File: src/rtl/product_accumulator.sv
// -----------------------------------------------------------------------------
// product_accumulator
//
// Purpose:
//   Sits directly behind multiplier_16bit in the ODE datapath. It sums a group
//   of tagged fixed-point products (for example h*k1 + h*k2 + ... for one
//   solver step). It then re-normalizes the sum into the same tagged format,
//   using the highest precision that still fits. The overflow convention
//   matches the multiplier: when out_overflow_o is 1, out_data_o is 0.
//
//   Tagged format: [15:13] = F (fraction bits, 0..7)
//                  [12:0]  = signed mantissa M
//                  value   = M / 2^F
//
// Ports:
//   clk_i          single clock, all state changes on the rising edge
//   rst_i          synchronous, active-high reset
//   in_valid_i     in_data_i / in_overflow_i / in_last_i are valid
//   in_ready_o     a term is accepted this cycle (only in ACCUM)
//   in_data_i      16-bit tagged product
//   in_overflow_i  multiplier overflow flag for this product
//   in_last_i      final term of the current group
//   out_valid_o    normalized sum is available
//   out_ready_i    consumer takes the sum
//   out_data_o     sum in tagged format (0 when out_overflow_o is set)
//   out_overflow_o sum is invalid
//   term_count_o   terms accepted in the current group (saturating)
//
// Parameters:
//   MAX_TERMS  maximum number of products per group
//   CNT_W      term counter width, 2^CNT_W > MAX_TERMS
//   ACC_W      accumulator width, >= 20 + ceil(log2(MAX_TERMS+1)), so a
//              legal group can never wrap the accumulator
// -----------------------------------------------------------------------------
module product_accumulator #(
    parameter int MAX_TERMS = 15,
    parameter int CNT_W     = 4,
    parameter int ACC_W     = 24
) (
    input  logic             clk_i,
    input  logic             rst_i,
    input  logic             in_valid_i,
    output logic             in_ready_o,
    input  logic [15:0]      in_data_i,
    input  logic             in_overflow_i,
    input  logic             in_last_i,
    output logic             out_valid_o,
    input  logic             out_ready_i,
    output logic [15:0]      out_data_o,
    output logic             out_overflow_o,
    output logic [CNT_W-1:0] term_count_o
);

    typedef enum logic [1:0] {
        ACCUM = 2'd0,
        NORM  = 2'd1,
        DONE  = 2'd2
    } state_t;

    localparam logic signed [ACC_W-1:0] MANT_MIN = ACC_W'(-4096);
    localparam logic signed [ACC_W-1:0] MANT_MAX = ACC_W'(4095);
    localparam logic [CNT_W-1:0]        CNT_MAX  = CNT_W'(MAX_TERMS);

    state_t                   state_q, state_d;
    logic signed [ACC_W-1:0]  acc_q, acc_d;
    logic                     stickyOvf_q, stickyOvf_d;
    logic [CNT_W-1:0]         termCount_q, termCount_d;
    logic [15:0]              outData_q, outData_d;
    logic                     outOverflow_q, outOverflow_d;
    logic                     outValid_q, outValid_d;

    logic [ACC_W-1:0]         mantExt;
    logic signed [ACC_W-1:0]  alignedTerm;
    logic signed [ACC_W-1:0]  shifted;
    logic                     normFound;
    logic [2:0]               normF;
    logic [12:0]              normMant;

    // Every incoming term is brought to a common scale of 7 fraction bits.
    // The sign-extended mantissa is shifted left by (7 - F). The result is
    // always exact, because a 13-bit mantissa shifted by at most 7 needs
    // only 20 bits.
    always_comb begin
        mantExt     = {{(ACC_W-13){in_data_i[12]}}, in_data_i[12:0]};
        alignedTerm = mantExt <<< (3'd7 - in_data_i[15:13]);
    end

    // Normalization search. The loop walks f upward and keeps the last f
    // that fits, which gives the largest fitting f. A smaller f shifts
    // further right, so if any f fits, f = 0 fits too. The shift is
    // arithmetic, so a discarded remainder rounds toward minus infinity.
    always_comb begin
        normFound = 1'b0;
        normF     = 3'd0;
        normMant  = 13'd0;
        shifted   = '0;
        for (int f = 0; f < 8; f++) begin
            shifted = acc_q >>> (7 - f);
            if ((shifted >= MANT_MIN) && (shifted <= MANT_MAX)) begin
                normFound = 1'b1;
                normF     = 3'(f);
                normMant  = shifted[12:0];
            end
        end
    end

    // Next-state and datapath update.
    // ACCUM takes one term per cycle. A term that would push the count
    // past MAX_TERMS poisons the group through the sticky overflow flag.
    // NORM registers the normalized result.
    // DONE first raises out_valid_o from a flop, so the output data and
    // the valid flag both leave the block straight from registers. DONE
    // then waits for the consumer handshake and clears the group state.
    always_comb begin
        state_d       = state_q;
        acc_d         = acc_q;
        stickyOvf_d   = stickyOvf_q;
        termCount_d   = termCount_q;
        outData_d     = outData_q;
        outOverflow_d = outOverflow_q;
        outValid_d    = outValid_q;

        case (state_q)
            ACCUM: begin
                if (in_valid_i) begin
                    acc_d       = acc_q + alignedTerm;
                    stickyOvf_d = stickyOvf_q | in_overflow_i | (termCount_q == CNT_MAX);
                    if (termCount_q != CNT_MAX) begin
                        termCount_d = termCount_q + CNT_W'(1);
                    end
                    if (in_last_i) begin
                        state_d = NORM;
                    end
                end
            end

            NORM: begin
                if (!normFound || stickyOvf_q) begin
                    outData_d     = 16'h0000;
                    outOverflow_d = 1'b1;
                end else begin
                    outData_d     = {normF, normMant};
                    outOverflow_d = 1'b0;
                end
                state_d = DONE;
            end

            DONE: begin
                if (!outValid_q) begin
                    outValid_d = 1'b1;
                end else if (out_ready_i) begin
                    outValid_d    = 1'b0;
                    acc_d         = '0;
                    stickyOvf_d   = 1'b0;
                    termCount_d   = '0;
                    outData_d     = 16'h0000;
                    outOverflow_d = 1'b0;
                    state_d       = ACCUM;
                end
            end

            default: begin
                state_d = ACCUM;
            end
        endcase
    end

    // State register. Reset throws away any partial group or pending
    // result, so nothing is emitted for a group that reset interrupted.
    always_ff @(posedge clk_i) begin
        if (rst_i) begin
            state_q       <= ACCUM;
            acc_q         <= '0;
            stickyOvf_q   <= 1'b0;
            termCount_q   <= '0;
            outData_q     <= 16'h0000;
            outOverflow_q <= 1'b0;
            outValid_q    <= 1'b0;
        end else begin
            state_q       <= state_d;
            acc_q         <= acc_d;
            stickyOvf_q   <= stickyOvf_d;
            termCount_q   <= termCount_d;
            outData_q     <= outData_d;
            outOverflow_q <= outOverflow_d;
            outValid_q    <= outValid_d;
        end
    end

    // Output mapping.
    always_comb begin
        in_ready_o     = (state_q == ACCUM);
        out_valid_o    = outValid_q;
        out_data_o     = outData_q;
        out_overflow_o = outOverflow_q;
        term_count_o   = termCount_q;
    end

endmodule

File: config.mk
export PLATFORM = sky130hd
export DESIGN_NAME = product_accumulator
export DESIGN_NICKNAME = d
export VERILOG_FILES = /design/src/rtl/product_accumulator.sv
export SDC_FILE = /design/constraint.sdc
export NUM_CORES = 1
export LEC_CHECK = 0
export CORE_MARGIN = 3
export CORE_UTILIZATION = 50
export CTS_CLUSTER_DIAMETER = 200
export DETAILED_ROUTE_END_ITERATION = 8
export PLACE_DENSITY = 0.7
export SETUP_SLACK_MARGIN = 0.05
export SLEW_MARGIN = 0
export SYNTH_ARGS = -nofsm -noshare
export SYNTH_HDL_FRONTEND = slang
export SYNTH_SLANG_ARGS = --single-unit
File: constraint.sdc
create_clock -name clk_i -period 9 [get_ports clk_i]
set_input_delay 1.8 -clock clk_i [delete_from_list [all_inputs] [get_ports clk_i]]
set_output_delay 1.8 -clock clk_i [all_outputs]
set_load 0.01 [all_outputs]
==> flow_summary.ini <==
[outcome]
outcome = finished, final reports clean

[cells_and_area]
layout-drive-gt1-share_pct = 7.35
layout.nets = 631
nFillCells = 798
final_cell_area_um2 = 4800
multi_input_area_um2 = 3040
regArea_um2 = 981
areaGrowthSynthToFinish_pct = 11.9
post-route-util_pct = 58.2
antenna_cells = 0

[global_routing]
grt_first_pass_wirelength_mm = 18.1
grt_pass1_vias = 3810
grt-ovfl-total = 0
track_usage_pct = 22.0
antenna_found_initial = 0
grt_max_degree = 28

[job]
maxCapViolCount = 0

[floorplan]
die_h_um = 98.6
chipWidth_um = 98.6
io_pins = 45
die-area_um2 = 9730
num_rows = 33
initial_core_util_pct = 52.0
core_area_um2 = 8260

[worst_setup_path]
end_kind = flip-flop
cp-start-kind = primary input
arrival_ps = 5720
setup.worst_path.class = in -> reg
crit_fanout = 18
worstPathRequired_ps = 9230

[pwr]
switching_power_uw = 365
p_clk_share_pct = 16.8
p_leak_uw = 0.00185
sw_frac_of_total_pct = 44.1
combPwrFrac_pct = 49.4
ir_worst_vdd_mv = 0.0714
sequentialPowerShare_pct = 33.8
p_per_area_nw_per_um2 = 172
intPower_uw = 462

[place]
globalplace.congestion = 0.870
io_buffers = 44
postPlaceCellArea_um2 = 4710
dp_hpwl_mm = 8.52

[logic_synthesis]
synth_edf_count = 0
avgSynthCellArea_um2 = 7.62
synth-seq-cells = 49
ys_warn_count = 0
syn_nets = 610
synth_cells = 563
synth_area_um2 = 4290
synthArstFlopShare_pct = 0
ys.flop_type = dfxtp_1
synth-seq-area-share_pct = 22.9
yosysUniqueCellTypes = 68

[cts]
cts_made_buffers = 5
clk_latency_ps = 310
cts.sinks = 49
cts-root-buf = clkbuf_8
post_cts_buffers = 0
ctsHoldBuffers = 0
cts.clk_slew.worst_paths_ps = 90
cts_resized = 0
cts_tree = yes
cts.path.max_buffers = 2
htree_levels = 2

[routing]
final_antenna_net_count = 0
drcViolationCount = 0
vias = 4133
wirelength_mm = 10.8
first_pass_iters = 5
wl_per_cell_um = 15.6
first_iter_violations = 215
vias_per_cell = 5.99

[timing]
hold_ws_ps = 463
maxSlewHeadroom_pct = 34.3
maxSlewViolCount = 0
fin_tns_setup_ps = 0
clock-skew-final_ps = 14.3
period_share_pct = 61.0
worstMarginPinSlew_ps = 985
hold_violations = 0
rsz0062_at_grt = no
setup_violations = 0
min_period_ps = 5490
maxClockFrequency_ghz = 0.182

[min_path]
min_path_type = reg -> reg
## cells by family (layout without fill, tap and decap cells)
family | after synthesis | in the layout | share of synthesized area (%)
adder cells (fa/ha/maj) | 25 | 25 | 7.46
XOR/XNOR | 18 | 18 | 3.67
flip-flops | 49 | 49 | 22.9
AND/OR/NAND/NOR | 201 | 201 | 22.3
AO/OA/AOI/OAI | 183 | 183 | 30.3
buffers and inverters | 59 | 81 | 6.30
multiplexers | 28 | 28 | 7.11
## cell usage in the layout, fill, tap and decap left out, drive strengths merged, types with 5 or more instances in the layout
cell type | synthesis | final
xnor2 | 10 | 10
o221ai | 9 | 9
o21a | 5 | 5
nand2 | 70 | 70
nor2 | 57 | 57
o21ai | 43 | 43
a21oi | 37 | 37
inv | 26 | 27
nor2b | 7 | 7
xor2 | 8 | 8
a221oi | 9 | 9
dfxtp | 49 | 49
nand3 | 9 | 9
a21o | 8 | 8
ha | 24 | 24
clkbuf | 22 | 5
a22oi | 17 | 17
nand2b | 9 | 9
o211ai | 15 | 15
nor3 | 20 | 20
and2 | 7 | 7
mux2 | 10 | 10
mux2i | 18 | 18
clkdlybuf4s50 | 0 | 44
a211oi | 9 | 9
## metrics by stage
stage | std cells | total power [µW] | setup WS (ps)
3_5_place_dp | 682 | 685 | 3240
4_1_cts | 690 | 823 | 3550
6_report | 690 | 826 | 3510
2_1_floorplan | 563 | 615 | 3990
3_3_place_gp | 682 | 680 | 3370
5_1_grt | 690 | 887 | 3240
## Yosys cell counts, types with 4 or more instances
master | number | share of area [%]
nand3_1 | 8 | 0.93
nor2b_1 | 7 | 1.0
clkbuf_1 | 22 | 1.9
ha_1 | 24 | 7.0
o21ai_0 | 37 | 4.3
and3_1 | 4 | 0.58
a22oi_1 | 17 | 3.0
and2_1 | 7 | 1.0
nand2b_1 | 9 | 1.3
a21o_1 | 8 | 1.4
a21oi_1 | 37 | 4.3
o221ai_1 | 9 | 1.8
inv_1 | 26 | 2.3
o31a_1 | 4 | 0.82
nor3_1 | 18 | 2.1
o22ai_1 | 4 | 0.58
mux2_2 | 10 | 2.6
o21ai_1 | 5 | 0.58
xor2_1 | 8 | 1.6
buf_6 | 5 | 1.3
a211oi_1 | 7 | 1.2
nor2_1 | 56 | 4.9
mux2i_1 | 17 | 4.0
xnor2_1 | 10 | 2.0
nand2_1 | 70 | 6.1
o21a_1 | 5 | 0.87
o31ai_1 | 4 | 0.70
o211ai_1 | 13 | 2.3
dfxtp_1 | 49 | 23
a221oi_2 | 8 | 2.8
## per-layer routing
metal  track usage [%]  vias up  routed length (µm)
met4              5.99        0                 153
met5                 0        -                   0
met3              3.61       15                 562
li1                  -     2111                   -
met1              30.2     1894                5180
met2              35.7      113                4890
## critical path, cell delays in order
cell and delay (ps):
clkdlybuf4s50_1 910, mux2_2 420, nand2_1 70, o21ai_0 120, and2_1 200, ha_1 330, nor2b_1 250, o31a_1 200
o31a_1 230, o211ai_2 140, o211a_1 270, o21ai_1 230, mux2_2 370, a211oi_2 200
## path summary, 6_finish.rpt
check,from,end,slack [ps],depth (start not counted)
worst max-delay path,in_data_i[14],acc_q[22],3510,14
worst min-delay path,out_data_o[11],out_data_o[11],460,2
worst max register to register,acc_q[0],acc_q[22],5890,11
worst min register to register,out_data_o[11],out_data_o[11],460,2
## final cells by class
cell class              count  share of cell area [%]
repair buffers             46                    9.48
clock buffers               5                    1.43
inverters                  27                    2.11
multi-input cells         455                    63.3
well taps                 105                    2.74
clock inverters             3                   0.521
flip-flops and latches     49                    20.4
## state kept, by name (all words and copies together), names as in the netlist
register and flops:
acc_q 24, out_data_o 16, out_overflow_o 1, out_valid_o 1, state_q 2, stickyOvf_q 1
term_count_o 4
## power groups by stage
| stage | registers, µW | clock network [µW] | logic [µW] |
|---|---|---|---|
| final | 279 | 139 | 408 |
| after global routing | 283 | 150 | 454 |
| after floorplan | 261 | 0 | 353 |
| after detailed placement | 283 | 0 | 402 |
| after CTS | 278 | 141 | 404 |
| after global placement | 282 | 0 | 398 |
(Power assumes the default switching activity.)
==> patch 1: new RTL, same settings <==
Re-encode `state_t` (3 states) as one-hot, 3 bits wide.
--- a/src/rtl/product_accumulator.sv
+++ b/src/rtl/product_accumulator.sv
@@ -53,6 +53,6 @@
 
-    typedef enum logic [1:0] {
-        ACCUM = 2'd0,
-        NORM  = 2'd1,
-        DONE  = 2'd2
+    typedef enum logic [2:0] {
+        ACCUM = 3'b001,
+        NORM  = 3'b010,
+        DONE  = 3'b100
     } state_t;
Formal check against the unedited RTL: same outputs for any inputs over 4 cycles, from zero or initial values and one cycle with rst_i high; so few cycles prove little.
==> patch 1 against the unedited design <==
  * Wire length rose by 3.0%
  * Final area fell by 0.42%
  * Power fell by 1.4%
  * Sequential cell count rose by 1
  * Area after synthesis fell by 0.76%
  * Utilization fell by 0.24 points
  * First-iteration DRC count rose by 12%
  * Setup slack got worse by 0.28 ns
  * Critical path type unchanged
  * Critical endpoint is now acc_q[23]$_SDFFE_PP0P_
==> patch 1: results (changes against the unedited design) <==
Run status
  – Status: finished, final reports clean

Pwr
  – NetSw: 352 uW (-3.6%)
  – Worst vdd ir: 0.0890 mV (+25%)
  – LEAKAGE: 2.00 nW (+8.0%)

Placement
  – GPL Wtd Cong: 0.857 (-1.5%)
  – DP Area: 0.00469 sq mm (-0.50%)
  – HPWL Detailed: 8.51 mm (-0.19%)
  – Pre-CTS setup slack: 2.94 ns (-0.303 ns)
  – Placed insts: 672 (-1.5%)

Synth
  – Commonest cells in the netlist: 56 x nand2_1, 55 x nor2_1, 50 x dfxtp_1, 40 x o21ai_0, 33 x clkbuf_1
  – Synth unique cells: 65 (-4.4%)
  – Register area share after synthesis: 23.5% (+0.64 points)
  – Synth Net Count: 607 (-0.49%)
  – Post-Syn Instances: 560 (-0.53%)
  – Synthesis warning total: 0 (unchanged)

Setup path
  – RR Endpoint: acc_q[23]$_SDFFE_PP0P_
  – WP data arrival: 5.98 ns (+0.26 ns)

GRT
  – GR Util met3: 4.00% (+0.39 points)
  – Largest net degree at the start of global routing: 30 (+7.1%)
  – GRT met1 Usage: 28.7% (-1.5 points)
  – Met2 Use GR: 40.1% (+4.4 points)
  – Vias in the first global route: 4,034 (+5.9%)
  – Total GRT Usage: 22.7% (+0.73 points)

Timing
  – Hold slack: 0.460 ns (-0.00300 ns)
  – Final Skew: 0.0186 ns (+0.00428 ns)
  – Max transition margin: 44.8% (+10 points)

Routing
  – Met3 Routed Length: 449 um (-20%)
  – Met2 wire len: 5.41 mm (+11%)
  – Routed via count: 4,197 (+1.5%)
  – Initial drt markers: 241 (+12%)
  – Routed WL: 11.1 mm (+3.0%)
  – Metal1 wirelength: 5.05 mm (-2.6%)

Worst hold path
  – Hold path startpoint: out_data_o[7]$_SDFFE_PP0P_
  – Hold Path End: out_data_o[7]$_SDFFE_PP0P_
  – Hold depth: 1 (-1)

Clocking
  – CTS buffer count: 5 (unchanged)
  – Htree depth: 2 (unchanged)

Layout
  – Final std cells w/o fill: 680 (-1.4%)
  – Final net count: 621 (-1.6%)
  – Layout cells sized above 1: 4.52% (-2.8 points)
  – # fillers: 763 (-4.4%)
  – Fin util: 57.9% (-0.24 points)
patch 1: changes by cell type after synthesis, moves of 10 or more:
cell / change
a31oi_1: +10
a21o_1: +13
a211o_1: +12
a221oi_1: +10
inv_1: -10
nand2_1: -14
clkbuf_1: +11
patch 1: how the worst max path moves through the flow:
stage	from	endpoint	slack [ns]	depth (start not counted)
after global routing	in_data_i[14]	acc_q[23]$_SDFFE_PP0P_	2.80	15
after detailed placement	in_data_i[14]	acc_q[23]$_SDFFE_PP0P_	2.94	15
final	in_data_i[14]	acc_q[23]$_SDFFE_PP0P_	3.23	15
after global placement	in_data_i[14]	acc_q[23]$_SDFFE_PP0P_	3.10	15
after floorplan	in_data_i[14]	acc_q[23]$_SDFFE_PP0P_	3.80	15
after CTS	in_data_i[14]	acc_q[23]$_SDFFE_PP0P_	3.25	15
patch 1: logic make-up after synthesis:
group | after synthesis | share of synthesized area [%]
mux | 29 | 7.05
buf+inv | 57 | 5.43
flops | 50 | 23.5
compound gates | 202 | 32.6
xor+xnor | 20 | 4.11
simple gates | 177 | 19.8
fa+ha+maj | 25 | 7.52
patch 1: area by class of cell:
cell class	instances	share of cell area, %
timing repair buffer	47	9.68
sequential	50	20.9
multi-input combinational	453	63.3
inverter	17	1.33
tap	105	2.75
clock inverter	3	0.602
clock buffer	5	1.44
patch 1: power by group through the flow:
stage	clock network (mW)	registers (mW)	logic (mW)
floorplan	0	0.255	0.336
CTS	0.144	0.276	0.390
global route	0.153	0.280	0.439
finish	0.142	0.277	0.396
detailed placement	0	0.281	0.388
global placement	0	0.280	0.379
patch 1: critical path: cells and delay by family:
kind                     cells  cell delay [ns]
adder cells (fa/ha/maj)      1             0.22
buffers and inverters        1             0.92
multiplexers                 1             0.42
AND/OR/NAND/NOR              2             0.27
AO/OA/AOI/OAI               10             2.34
==> patch 2: new RTL, same flow settings <==
Without the edit above. The parameter `ACC_W` goes from 24 to 36.
--- a/src/rtl/product_accumulator.sv
+++ b/src/rtl/product_accumulator.sv
@@ -37,3 +37,3 @@
     parameter int CNT_W     = 4,
-    parameter int ACC_W     = 24
+    parameter int ACC_W     = 36
 ) (
Formal check against the unedited RTL: same outputs for any inputs over 4 cycles, from zero or initial values and one cycle with rst_i high; that may be too few to reach the edited logic, so the function may still have changed.
==> patch 2 against the unedited design <==
  * Sequential cell count increased by 12
  * Setup slack got worse by 0.39 ns
  * Power increased by 21%
  * Via count increased by 29%
  * Synthesized cell count increased by 26%
  * Die area increased by 24%
  * Final area increased by 26%
  * Wire length increased by 32%
  * Area after synthesis increased by 26%
  * Combinational power decreased by 4%
  * Worst hold slack got worse by 0.017 ns
  * Critical endpoint is now acc_q[35]$_SDFFE_PP0P_
  * Largest cell class unchanged
==> patch 2: results (changes against the unedited design) <==
Setup path
  – CP top delay family: compound AO/OA/AOI/OAI gates
  – Slowest stage delay, CP: 0.93 ns (+0.02 ns)
  – Worst reg-to-reg setup slack: 5.78 ns (-0.11 ns)
  – WP data arrival: 6.10 ns (+0.38 ns)

Clocking
  – Clock transition at path regs: 0.07 ns (-0.02 ns)
  – Clock latency on the worst-skew pair: 0.34 ns (+0.03 ns)
  – Htree depth: 3 (+1)
  – CTS buffer count: 9 (+4)

Layout
  – # fillers: 967 (+21%)
  – Final net count: 781 (+24%)
  – Layout cells sized above 1: 8.39% (+1.0 points)
  – Number of flip-flops in the largest register: 36 (+50%)

Synth
  – Synth Area in Compound Gates: 34.1% (+3.8 points)
  – Commonest cells in the netlist: 76 x nand2_1, 71 x o21ai_0, 70 x a21oi_1, 61 x dfxtp_1, 60 x nor2_1
  – Register area share after synthesis: 22.6% (-0.28 points)
  – Adder-Cell Fraction of Synth Area: 8.70% (+1.2 points)
  – Synth Area in XOR/XNOR: 4.53% (+0.86 points)
  – Top cells by area, synth: dfxtp_1 23%, ha_1 8.3%, o21ai_0 6.6%
  – Avg Inst Size Synth: 7.65 sq um (+0.36%)
  – Asr flop ratio synth: 0% (unchanged)
  – Proportion of synthesized area in mux cells: 5.78% (-1.3 points)
  – Synth unique cells: 74 (+8.8%)
  – Synth Net Count: 766 (+26%)

Placement
  – GPL Wtd Cong: 0.902 (+3.6%)
  – Placed insts: 847 (+24%)
  – HPWL Detailed: 10.5 mm (+23%)

Timing
  – Final Skew: 0.00838 ns (-0.00591 ns)
  – Worst-Margin Slew: 1.32 ns (+0.334 ns)

GRT
  – Initial antenna violation count: 0 (unchanged)
  – Total GRT Usage: 24.3% (+2.3 points)
  – Vias in the first global route: 4,964 (+30%)
  – Largest net degree at the start of global routing: 35 (+25%)
  – First-pass GRT wire length: 23.6 mm (+30%)

Pwr
  – LEAKAGE: 2.50 nW (+35%)
  – Worst vdd ir: 0.134 mV (+88%)

Routing
  – Initial drt markers: 313 (+46%)
  – DR WL/cell: 16.5 um (+5.8%)
  – Via density per instance: 6.16 (+2.9%)
  – Routed via count: 5,319 (+29%)

Run status
  – Status: finished, final reports clean
patch 2: power breakdown:
part           internal (mW)  switching [mW]  total [mW]
clock                  0.150           0.111       0.262
sequential             0.297          0.0529       0.350
combinational          0.168           0.224       0.392
total                  0.615           0.388        1.00
patch 2: logic make-up after synthesis:
group           Yosys count
xor+xnor                 28
flops                    61
buf+inv                  60
mux                      30
simple gates            219
fa+ha+maj                37
compound gates          272
patch 2: cell type report:
| class | count | share of cell area, % |
|---|---|---|
| Sequential cell | 61 | 20.1 |
| Inverter | 15 | 0.928 |
| Clock buffer | 13 | 2.79 |
| Timing Repair Buffer | 49 | 7.88 |
| Clock inverter | 3 | 0.701 |
| Tap cell | 136 | 2.81 |
| Multi-Input combinational cell | 586 | 64.8 |
patch 2: metrics by stage:
| step | utilization [%] | power, mW | setup WS, ns | hold WS (ns) | instance area (sq um) |
|---|---|---|---|---|---|
| global placement | 56.2 | 0.733 | 3.02 | 0.436 | 5850 |
| detailed placement | 56.2 | 0.740 | 2.87 | 0.438 | 5850 |
| finish | 58.2 | 1.00 | 3.12 | 0.446 | 6060 |
| floorplan | - | 0.655 | 3.73 | 0.455 | 5410 |
| CTS | 58.2 | 1.00 | 3.22 | 0.449 | 6060 |
| global route | 58.2 | 1.07 | 2.89 | 0.476 | 6060 |
patch 2: path summary, 6_finish.rpt:
kind | startpoint | to | cells past startpoint
max | in_data_i[14] | acc_q[35]$_SDFFE_PP0P_ | 15
min | out_data_o[11]$_SDFFE_PP0P_ | out_data_o[11]$_SDFFE_PP0P_ | 2
max reg2reg | acc_q[6]$_SDFFE_PP0P_ | acc_q[35]$_SDFFE_PP0P_ | 11
min reg2reg | out_data_o[11]$_SDFFE_PP0P_ | out_data_o[11]$_SDFFE_PP0P_ | 2
patch 2: metal layers:
metal  track usage (%)  wire [um]  up-vias
met2              41.3       6920      139
met3              4.08        636       16
met5                 0          0        -
li1                  -          -     2671
met1              31.7       6530     2493
met4              6.41        180        0
patch 2: worst reg2reg max path: stages, from the launching register on:
cell and delay, ns:
dfxtp_1 0.57, ha_1 0.39, a211o_1 0.33, o211ai_1 0.14, a211oi_1 0.16, o31a_2 0.42, o2111ai_2 0.25, a21oi_2 0.12
o2111ai_2 0.21, a41oi_1 0.19, nor2b_4 0.18, o32ai_2 0.19
